$ cat src/rtl/fpu_issue.sv
// FP issue control: accepts decoded FP operations, tracks one outstanding
// multi-cycle operation (fixed-latency FMA or variable-latency divide/sqrt) and times its writeback.
module fpu_issue #(
  parameter int fma_latency = 3
) (
  input  logic       clock,
  input  logic       reset,
  input  logic       flush,
  input  logic       issue_valid,
  input  logic       issue_fma,
  input  logic       issue_div,
  input  logic       issue_fwren,
  input  logic [4:0] issue_waddr,
  input  logic       issue_frden1,
  input  logic       issue_frden2,
  input  logic       issue_frden3,
  input  logic [4:0] issue_raddr1,
  input  logic [4:0] issue_raddr2,
  input  logic [4:0] issue_raddr3,
  input  logic       exe_ready,
  output logic       issue_ready,
  output logic       exe_enable,
  output logic       stall,
  output logic       wb_valid,
  output logic [4:0] wb_waddr,
  output logic       busy
);
  localparam int cw = $clog2(fma_latency);

  typedef enum logic [1:0] {IDLE, FMA, DIV, DRAIN} state_t;

  state_t        state;
  logic [cw-1:0] cnt;
  logic          pend_fwren;
  logic [4:0]    pend_waddr;

  logic hazard;
  logic is_multi;
  logic finishing;
  logic port_conflict;

  // A single-cycle op may slip past the pending op only if it neither reads nor rewrites its destination.
  always_comb begin
    hazard = pend_fwren & ((issue_frden1 & (issue_raddr1 == pend_waddr)) |
                           (issue_frden2 & (issue_raddr2 == pend_waddr)) |
                           (issue_frden3 & (issue_raddr3 == pend_waddr)) |
                           (issue_fwren  & (issue_waddr  == pend_waddr)));
    is_multi      = issue_fma | issue_div;
    finishing     = ((state == FMA) && (cnt == '0)) || ((state == DIV) && exe_ready);
    port_conflict = wb_valid & issue_fwren;
  end

  always_comb begin
    issue_ready = 1'b0;
    if (reset && !flush && issue_valid && !port_conflict) begin
      case (state)
        IDLE:     issue_ready = 1'b1;
        FMA, DIV: issue_ready = !finishing && !is_multi && !hazard;
        default:  issue_ready = 1'b0;
      endcase
    end
  end

  assign exe_enable = issue_valid & issue_ready;
  assign stall      = issue_valid & ~issue_ready;
  assign busy       = reset & (state != IDLE);

  always_ff @(posedge clock) begin
    if (!reset) begin
      state      <= IDLE;
      cnt        <= '0;
      pend_fwren <= 1'b0;
      pend_waddr <= '0;
      wb_valid   <= 1'b0;
      wb_waddr   <= '0;
    end else begin
      wb_valid <= 1'b0;
      case (state)
        IDLE: begin
          if (exe_enable && is_multi) begin
            pend_waddr <= issue_waddr;
            pend_fwren <= issue_fwren;
            // fma+div together is treated as a divide
            if (issue_div) begin
              state <= DIV;
            end else begin
              state <= FMA;
              cnt   <= cw'(fma_latency - 2);
            end
          end
        end
        FMA: begin
          if (flush) begin
            state <= IDLE;
          end else if (cnt == '0) begin
            wb_valid <= pend_fwren;
            wb_waddr <= pend_waddr;
            state    <= IDLE;
          end else begin
            cnt <= cnt - 1'b1;
          end
        end
        DIV: begin
          if (flush) begin
            state <= DRAIN;
          end else if (exe_ready) begin
            wb_valid <= pend_fwren;
            wb_waddr <= pend_waddr;
            state    <= IDLE;
          end
        end
        default: begin
          // the flushed divide must still finish before the unit can be reused
          if (!flush && exe_ready) state <= IDLE;
        end
      endcase
    end
  end
endmodule

$ cat config.mk
export PLATFORM = sky130hd
export DESIGN_NAME = fpu_issue
export DESIGN_NICKNAME = d
export VERILOG_FILES = /design/src/rtl/fpu_issue.sv
export SDC_FILE = /design/constraint.sdc
export NUM_CORES = 1
export LEC_CHECK = 0
export CAP_MARGIN = 20
export CORE_ASPECT_RATIO = 1.75
export CORE_UTILIZATION = 46
export CTS_CLUSTER_SIZE = 10
export DETAILED_ROUTE_END_ITERATION = 16
export MAX_ROUTING_LAYER = met4
export PLACE_DENSITY = 0.83
export SLEW_MARGIN = 20
export SYNTH_ARGS = -nofsm -noshare
export SYNTH_HDL_FRONTEND = slang
export SYNTH_SLANG_ARGS = --single-unit
$ cat constraint.sdc
create_clock -name clock -period 2.9 [get_ports clock]
set_clock_uncertainty 0.2 [all_clocks]
set_input_delay 0.58 -clock clock [delete_from_list [all_inputs] [get_ports clock]]
set_output_delay 0.58 -clock clock [all_outputs]
set_load 0.02 [all_outputs]
==> results of run 1 <==
cell type report:
class / instances / area share (%)
Tap cell: 24 / 1.848
Inverter: 9 / 2.079
Timing Repair Buffer: 55 / 29.79
Clock buffer: 4 / 2.232
Sequential cell: 16 / 19.71
Multi-Input combinational cell: 93 / 44.34
synthesized netlist by cell type (all sizes together) (3+ instances only):
library cell | count | area, sq um
nor2 | 18 | 67.56
xor2 | 16 | 140.1
buf | 6 | 36.28
mux2i | 13 | 130.1
nor4 | 6 | 37.54
xnor2 | 4 | 35.03
and3 | 5 | 31.28
nand2 | 3 | 11.26
dfxtp | 16 | 320.3
inv | 8 | 30.03
ha | 5 | 62.56
cell families after synthesis:
logic type	after synthesis	share of synthesized area, %
and+or+nand+nor	41	20.18
xor gates and xnor gates	20	16.15
buffers and inverters	17	7.151
DFF	16	29.53
AOI/OAI and AO/OA	14	9.228
muxes	13	11.99
adders and majority gates	5	5.767
what timing repair did:
item / CTS / global route
gates cloned: 0 / 0
endpoints found under the setup margin: 3 / 1
resized for setup: 35 / 0
hold buffers: 0 / 0
pin swaps: 10 / 1
critical path, stage by stage:
cell,delay [ns]
dlygate4sd2_1,0.24
xor2_1,0.15
nor4_2,0.34
and3_1,0.25
nor4_4,0.06
o31a_1,0.31
buf_6,0.14
power by group through the flow:
| stage | clock (mW) | combinational, mW | sequential, mW |
|---|---|---|---|
| 6_report | 0.147 | 0.332 | 0.262 |
| 5_1_grt | 0.162 | 0.361 | 0.265 |
| 4_1_cts | 0.153 | 0.333 | 0.262 |
| 3_5_place_dp | 0 | 0.334 | 0.267 |
| 3_3_place_gp | 0 | 0.320 | 0.265 |
| 2_1_floorplan | 0 | 0.221 | 0.257 |
worst min path at each step:
stage	cells after the start	startpoint	slack, ns	endpoint
after global routing	2	pend_fwren	0.31	wb_valid
after global placement	2	pend_fwren	0.27	wb_valid
after CTS	2	pend_fwren	0.29	wb_valid
after detailed placement	2	pend_fwren	0.28	wb_valid
after floorplan	2	pend_fwren	0.24	wb_valid
final	2	pend_fwren	0.30	wb_valid
flip-flops by register name (all words and copies together) (netlist names):
register	count
wb_waddr	5
state	2
wb_valid	1
pend_fwren	1
pend_waddr	5
cnt	2
metrics by stage:
step | total power, mW | instances | instance area, sq um | TNS, ns | setup WS [ns]
floorplan | 0.4777 | 126 | 1085 | 0 | 0.5308
global placement | 0.5843 | 197 | 1584 | -1.588 | -0.5556
detailed placement | 0.6013 | 197 | 1584 | -1.852 | -0.6601
CTS | 0.7474 | 201 | 1625 | 0 | 0.02693
global route | 0.7878 | 201 | 1625 | 0 | 0.0003066
finish | 0.7414 | 201 | 1625 | 0 | 0.04839
routing by layer:
metal  up-vias  global-route usage (%)  wire (um)
met5         -                       -          0
met3         5                   3.367        144
met1       531                   24.11        992
li1        537                       -          -
met4         0                   9.052         38
met2        32                   51.04       1742
==> impl_metrics.toml, run 1 <==
[timing]
min_period_ns = 2.852
final_hold_viol_count = 0
hold_ws_ns = 0.3011
fmax_mhz = 350.7
period_share_pct = 98.33
grt_setup_unrepaired = "no"
slew-limit-headroom_pct = 67.18
finalMaxSlewViolations = 0
worst_pin_slew_ns = 0.4896
setup_viol = 0

[grt]
grt_usage_pct = 26.31
antenna_found_initial = 0
grt_max_degree = 17
grt_pass1_wl_um = 4664
grt_overflow = 0
grt_pass1_vias = 1140

[power_and_ir_drop]
p_int_uw = 477.5
combPwrFrac_pct = 44.8
power.leakage_nw = 0.7542
powerDensity_nw_per_um2 = 456.2
p_sw_share_pct = 35.60
power_frac_seq_pct = 35.3
clkPwrFrac_pct = 19.9
p_sw_uw = 263.9
peakVddDrop_uv = 448.9

[cts]
numCtsBuffers = 3
cts_tree = "done"
clock_latency_ns = 0.29
cts_setup_buffers = 0
htreeDepth = 1
numClockSinks = 16
clkTransAtPathRegs_ns = 0.09
cts-root-buf = "clkbuf_4"
clock_path_buffers = 2

[layout]
antennaDiodeCount = 0
layout_commonest_cell = "clkdlybuf4s50_1"
final_cell_mix = "clkdlybuf4s50_1, nor2_1, xor2_1, dfxtp_1, dlygate4sd2_1"
fill_cells = 167
multiInputGateArea_sq_um = 720.7
areaGrowthSynthToFinish_pct = 49.83
fin_util_pct = 75.70
drive_above_1_share_pct = 15.25
num-nets-final = 214
final-seq-area_sq_um = 320.3

[logic_synthesis]
synth-async-reset-ratio_pct = 0
synth_cell_types = 32
ys_seq_area_share_pct = 29.53
synth_edf_count = 0
yosys_warnings = 0
synth_cells = 126
ys_ff_latch = 16
synth_area_per_cell_sq_um = 8.609
syn_nets = 162
netlist_area_sq_um = 1085
ys.flop_type = "dfxtp_1"

[floorplan]
die_width_um = 38.71
dieHeight_um = 66.24
start_util_pct = 50.52
ios = 41
coreArea_sq_um = 2147
fp.dieArea_sq_um = 2564
row_count = 22

[route]
wl_um = 2918
routedWlPerCell_um = 14.52
drt_iter0_markers = 45
vias = 1105
dr.pass1.iters = 4
vias_per_cell = 5.498
antenna_left = 0
drc = 0

[worst_setup_path]
cp-startpoint = "issue_raddr3[0]"
reg2reg_to = "state[0]"
worst_setup_path_end_kind = "output port"
reg2reg_depth = 7
crit_end = "exe_enable"
critPathKind = "in -> out"
cp.arrival_ns = 2.07
startpoint_type = "primary input"
r2r_slack_ns = 0.80
required_ns = 2.12
crit_fanout = 3
r2r-start = "state[0]"

[place]
io_buffers = 40
hpwl_um = 2366
gp_congestion = 0.8156

[flow_run]
cap_viol_max_count = 0

[run_status]
status = "finished clean"

[worst_hold_path]
hold_class = "reg -> reg"
(Power assumes the default switching activity.)
==> inputs of run 2 (changes only) <==
ABC_AREA = 1   (was default)
PLACE_DENSITY = 0.8   (was 0.83)
==> impl_metrics.toml, run 2 <==
[run_status]
status = "finished clean"

[flow_run]
cap_viol_max_count = 0

[cts]
numClockSinks = 16
cts_tree = "done"
clkTransAtPathRegs_ns = 0.06
hold_buffers = 0
clock_latency_ns = 0.24
clock_path_buffers = 2
cts_setup_buffers = 0
htreeDepth = 1
cts-root-buf = "clkbuf_8"
numCtsBuffers = 3

[timing]
worst_pin_slew_ns = 0.3943
final_hold_viol_count = 0
slew-limit-headroom_pct = 73.44
fin_setup_tns_ns = 0
fmax_mhz = 354.4
setup_viol = 0
finalMaxSlewViolations = 0
min_period_ns = 2.822
period_share_pct = 97.31
grt_setup_unrepaired = "no"

[logic_synthesis]
synth-compound-area-share_pct = 19.10
ys.flop_type = "dfxtp_1"
ys_top_cells_by_count = "nand2_1, inv_1, nor2_1, dfxtp_1, a21oi_1"
synth_xor_area_share_pct = 0
synth_top_area_share_pct = 25.60
synth_simple_gate_area_share_pct = 36.80
synth_cells = 208
synth_top_family_by_area = "simple AND/OR/NAND/NOR gates"
syn_nets = 244
ys_ff_latch = 16
synth_area_per_cell_sq_um = 6.015
yosys_warnings = 0
synth_mux_area_share_pct = 0
synth.area.top_cells = "dfxtp_1, nand2_1, inv_1"
ys_seq_area_share_pct = 25.60
synthAdderAreaFrac_pct = 5.000
synth_top_cell_by_area = "dfxtp_1"
synth_cell_types = 27
synth-async-reset-ratio_pct = 0
netlist_area_sq_um = 1251
synth_edf_count = 0
yosysMostFrequentCell = "nand2_1"

[worst_setup_path]
required_ns = 2.12
crit_fanout = 16
startpoint_type = "primary input"
critPathKind = "in -> out"
cp.arrival_ns = 2.04
worst_setup_path_end_kind = "output port"

[route]
routedWlPerCell_um = 10.77
drt-met1-wl_um = 1198
antenna_left = 0
vias = 1395
maxUsedRoutingLayer = "met4"
dr_wl_met3_um = 84
wl_met2_um = 1762
wl_um = 3101
drt_iter0_markers = 18
drc = 0
vias_per_cell = 4.844
dr.pass1.iters = 4

[grt]
grt_pass1_vias = 1269
grt_overflow = 0
antenna_found_initial = 0
grt_pass1_wl_um = 5112
grt_max_degree = 17
grt_usage_pct = 22.37

[place]
hpwl_um = 2529
io_buffers = 40
gp_congestion = 0.8729

[layout]
top_regs = "pend_waddr x5, wb_waddr x5"
layout_commonest_cell = "nand2_1"
fill_cells = 220
num-nets-final = 299
final_cell_mix = "nand2_1, clkdlybuf4s50_1, inv_1"
areaGrowthSynthToFinish_pct = 43.80
fin_util_pct = 71.33
antennaDiodeCount = 0
drive_above_1_share_pct = 14.89

[floorplan]
fp.dieArea_sq_um = 2941
start_util_pct = 49.60
coreArea_sq_um = 2522
dieHeight_um = 70.99
die_width_um = 41.43
row_count = 24
ios = 41

[worst_hold_path]
hold_class = "reg -> reg"

[power_and_ir_drop]
power.leakage_nw = 0.8924
peakVddDrop_uv = 474.8
powerDensity_nw_per_um2 = 594.2
-- run 2: changes by cell type after synthesis, sizes merged, moves of 4 or more --
cell and change:
nand3 +9, a21oi +13, nor2 +6, xnor2 -4, nor4 -5, and3 -4
o21ai +14, nand2 +68, mux2i -13, xor2 -16, buf -4, inv +30
-- run 2: where the power goes --
part	switching, mW	leakage [nW]	internal [mW]
clock	0.0743	0.0288	0.120
sequential	0.0417	0.131	0.279
combinational	0.312	0.733	0.242
-- run 2: final cells by class --
cell class,count,area (sq um),area share (%)
Multi-Input combinational cell,151,769.5,42.77
Timing Repair Buffer,52,475.5,26.43
Sequential cell,16,320.3,17.80
Inverter,39,146.4,8.136
Clock buffer,4,55.05,3.060
Tap cell,26,32.53,1.808
-- run 2: critical path, stage by stage --
cell and delay [ns]:
clkdlybuf4s50_1 0.49, buf_4 0.23, inv_1 0.06, nor2_1 0.08, clkdlybuf4s50_1 0.60
-- run 2: cell families (layout without fill, tap and decap cells) --
| kind of cell | count (synthesis) | after routing |
|---|---|---|
| DFF | 16 | 16 |
| and+or+nand+nor | 109 | 109 |
| buffers and inverters | 41 | 95 |
| adders and majority gates | 5 | 5 |
| AOI/OAI and AO/OA | 37 | 37 |
-- run 2: per-layer routing --
metal | vias up | global-route usage, %
met3 | 6 | 2.296
met4 | 0 | 8.244
met2 | 27 | 42.88
met5 | - | -
li1 | 754 | -
met1 | 608 | 22.36
-- run 2: repair_timing --
action,4_1_cts,5_1_grt
setup endpoints to repair,3,3
gates resized for setup,10,6
hold endpoints to repair,0,0
-- run 2: path summary, 6_finish.rpt --
path / startpoint / to / slack, ns / cells past startpoint
max: reset / busy / 0.08 / 5
min: pend_fwren / wb_valid / 0.27 / 2
max reg2reg: state[0] / state[1] / 0.79 / 12
min reg2reg: pend_fwren / wb_valid / 0.27 / 2
-- run 2: through the flow --
stage	cell area, sq um	hold WS, ns	cells	total power, mW	setup slack (ns)
floorplan	1251	0.2458	208	0.6682	0.1173
global placement	1752	0.2644	284	0.8647	-0.3947
detailed placement	1752	0.2588	284	0.8760	-0.3672
CTS	1809	0.2702	288	1.071	0.00007594
global route	1799	0.3023	288	1.149	0.003207
finish	1799	0.2694	288	1.069	0.07795
==> inputs of run 3 (changes only) <==
RECOVER_POWER = 25   (was default)
==> impl_metrics.toml, run 3 (synthesis gave the netlist of run 2 again) <==
[run_status]
status = "finished clean"

[worst_setup_path]
r2r-start = "state[0]"
crit_fanout = 16
worst_setup_path_end_kind = "output port"
required_ns = 2.12
max_stage_delay_ns = 0.60
reg2reg_depth = 12
cpLargestDelayFamily = "buffers and inverters"
reg2reg_to = "state[1]"
crit_top_cell = "clkdlybuf4s50_1"
cp.arrival_ns = 2.04
r2r_slack_ns = 0.79
critPathKind = "in -> out"
cpMaxStageDelayCell = "clkdlybuf4s50_1"
startpoint_type = "primary input"
cp_cell_sequence = "clkdlybuf4s50_1 -> buf_4 -> inv_1 -> nor2_1 -> clkdlybuf4s50_1"
critPathBufInv = 4

[floorplan]
dieHeight_um = 70.99
die_width_um = 41.43
start_util_pct = 49.60
coreArea_sq_um = 2522
row_count = 24
ios = 41
fp.dieArea_sq_um = 2941

[layout]
drive_above_1_share_pct = 14.89
final-seq-area_sq_um = 320.3
areaGrowthSynthToFinish_pct = 43.80
fin_util_pct = 71.33
fill_cells = 220
top_regs = "pend_waddr x5, wb_waddr x5"
layout_commonest_cell = "nand2_1"
num-nets-final = 299
antennaDiodeCount = 0
multiInputGateArea_sq_um = 769.5
final_cell_mix = "nand2_1, inv_1, clkdlybuf4s50_1"

[grt]
grt_overflow = 0
grt_pass1_vias = 1269
antenna_found_initial = 0
grt_max_degree = 17
grt_pass1_wl_um = 5112
grt_usage_pct = 22.37

[place]
gp_congestion = 0.8729
hpwl_um = 2529
io_buffers = 40

[route]
antenna_left = 0
dr.pass1.iters = 4
drt_iter0_markers = 18
drc = 0
vias_per_cell = 4.844
vias = 1395
wl_um = 3099
routedWlPerCell_um = 10.76

[worst_hold_path]
holdPathStages = 2
hp-start = "pend_fwren"
hold_class = "reg -> reg"
min_to = "wb_valid"

[cts]
clock_latency_ns = 0.24
htreeDepth = 1
numClockSinks = 16
clock_path_buffers = 2
cts-root-buf = "clkbuf_8"
cts_tree = "done"
cts_setup_buffers = 0
numCtsBuffers = 3
clkTransAtPathRegs_ns = 0.06

[power_and_ir_drop]
power.leakage_nw = 0.9072
powerDensity_nw_per_um2 = 587.3
peakVddDrop_uv = 474.6

[timing]
worst_pin_slew_ns = 0.3943
finalMaxSlewViolations = 0
fmax_mhz = 354.4
final_hold_viol_count = 0
hold_ws_ns = 0.2694
period_share_pct = 97.31
setup_viol = 0
min_period_ns = 2.822
fin_setup_tns_ns = 0
slew-limit-headroom_pct = 73.44

[flow_run]
cap_viol_max_count = 0
-- run 3: cell count changes in the layout (fill, tap and decap cells not counted) --
cell             before  now
clkdlybuf4s50_1      37   31
dlygate4sd3_1         0    6
-- run 3: layout make-up --
class	instances	area share [%]
clock buffer	4	3.060
multi-input combinational	151	42.77
tap	26	1.808
inverter	39	8.136
timing repair buffer	52	26.43
sequential	16	17.80
-- run 3: worst max-delay path by stage --
| stage | to | startpoint | slack (ns) | cells past startpoint |
|---|---|---|---|---|
| floorplan | stall | issue_div | 0.12 | 5 |
| global placement | issue_ready | issue_div | -0.39 | 6 |
| detailed placement | issue_ready | issue_div | -0.37 | 6 |
| CTS | issue_ready | issue_raddr1[4] | 0.00008 | 10 |
| global route | stall | exe_ready | -0.03 | 8 |
| finish | busy | reset | 0.08 | 5 |
-- run 3: report_power, final --
part	internal, mW	leakage, nW	switching, mW
clock network	0.120	0.0288	0.0743
registers	0.279	0.131	0.0403
logic	0.231	0.748	0.312
-- run 3: worst min-delay path, stage by stage, from the launching register on --
cell and delay [ns]:
dfxtp_1 0.32, inv_1 0.06, nor4_1 0.05
-- run 3: timing repair --
| item | 4_1_cts | 5_1_grt |
|---|---|---|
| pin swaps | 0 | 0 |
| setup endpoints to repair | 3 | 3 |
| hold buffers | 0 | 0 |
| gates resized for setup | 10 | 6 |
| endpoints found under the hold margin | 0 | 0 |
| cloned | 0 | 0 |
-- run 3: per-stage QoR --
step / area, sq um / instances / power [mW] / setup WS, ns
5_1_grt: 1799 / 288 / 1.137 / -0.03018
3_5_place_dp: 1752 / 284 / 0.8760 / -0.3672
6_report: 1799 / 288 / 1.057 / 0.07793
4_1_cts: 1809 / 288 / 1.071 / 0.00007594
2_1_floorplan: 1251 / 208 / 0.6682 / 0.1173
3_3_place_gp: 1752 / 284 / 0.8647 / -0.3947
-- run 3: routing by layer --
metal / share of wire, % / vias to the layer above / GRT usage, %
li1: - / 754 / -
met3: 2.7 / 6 / 2.296
met2: 57 / 27 / 42.88
met4: 1.8 / 0 / 8.244
met5: 0 / - / -
met1: 39 / 608 / 22.36
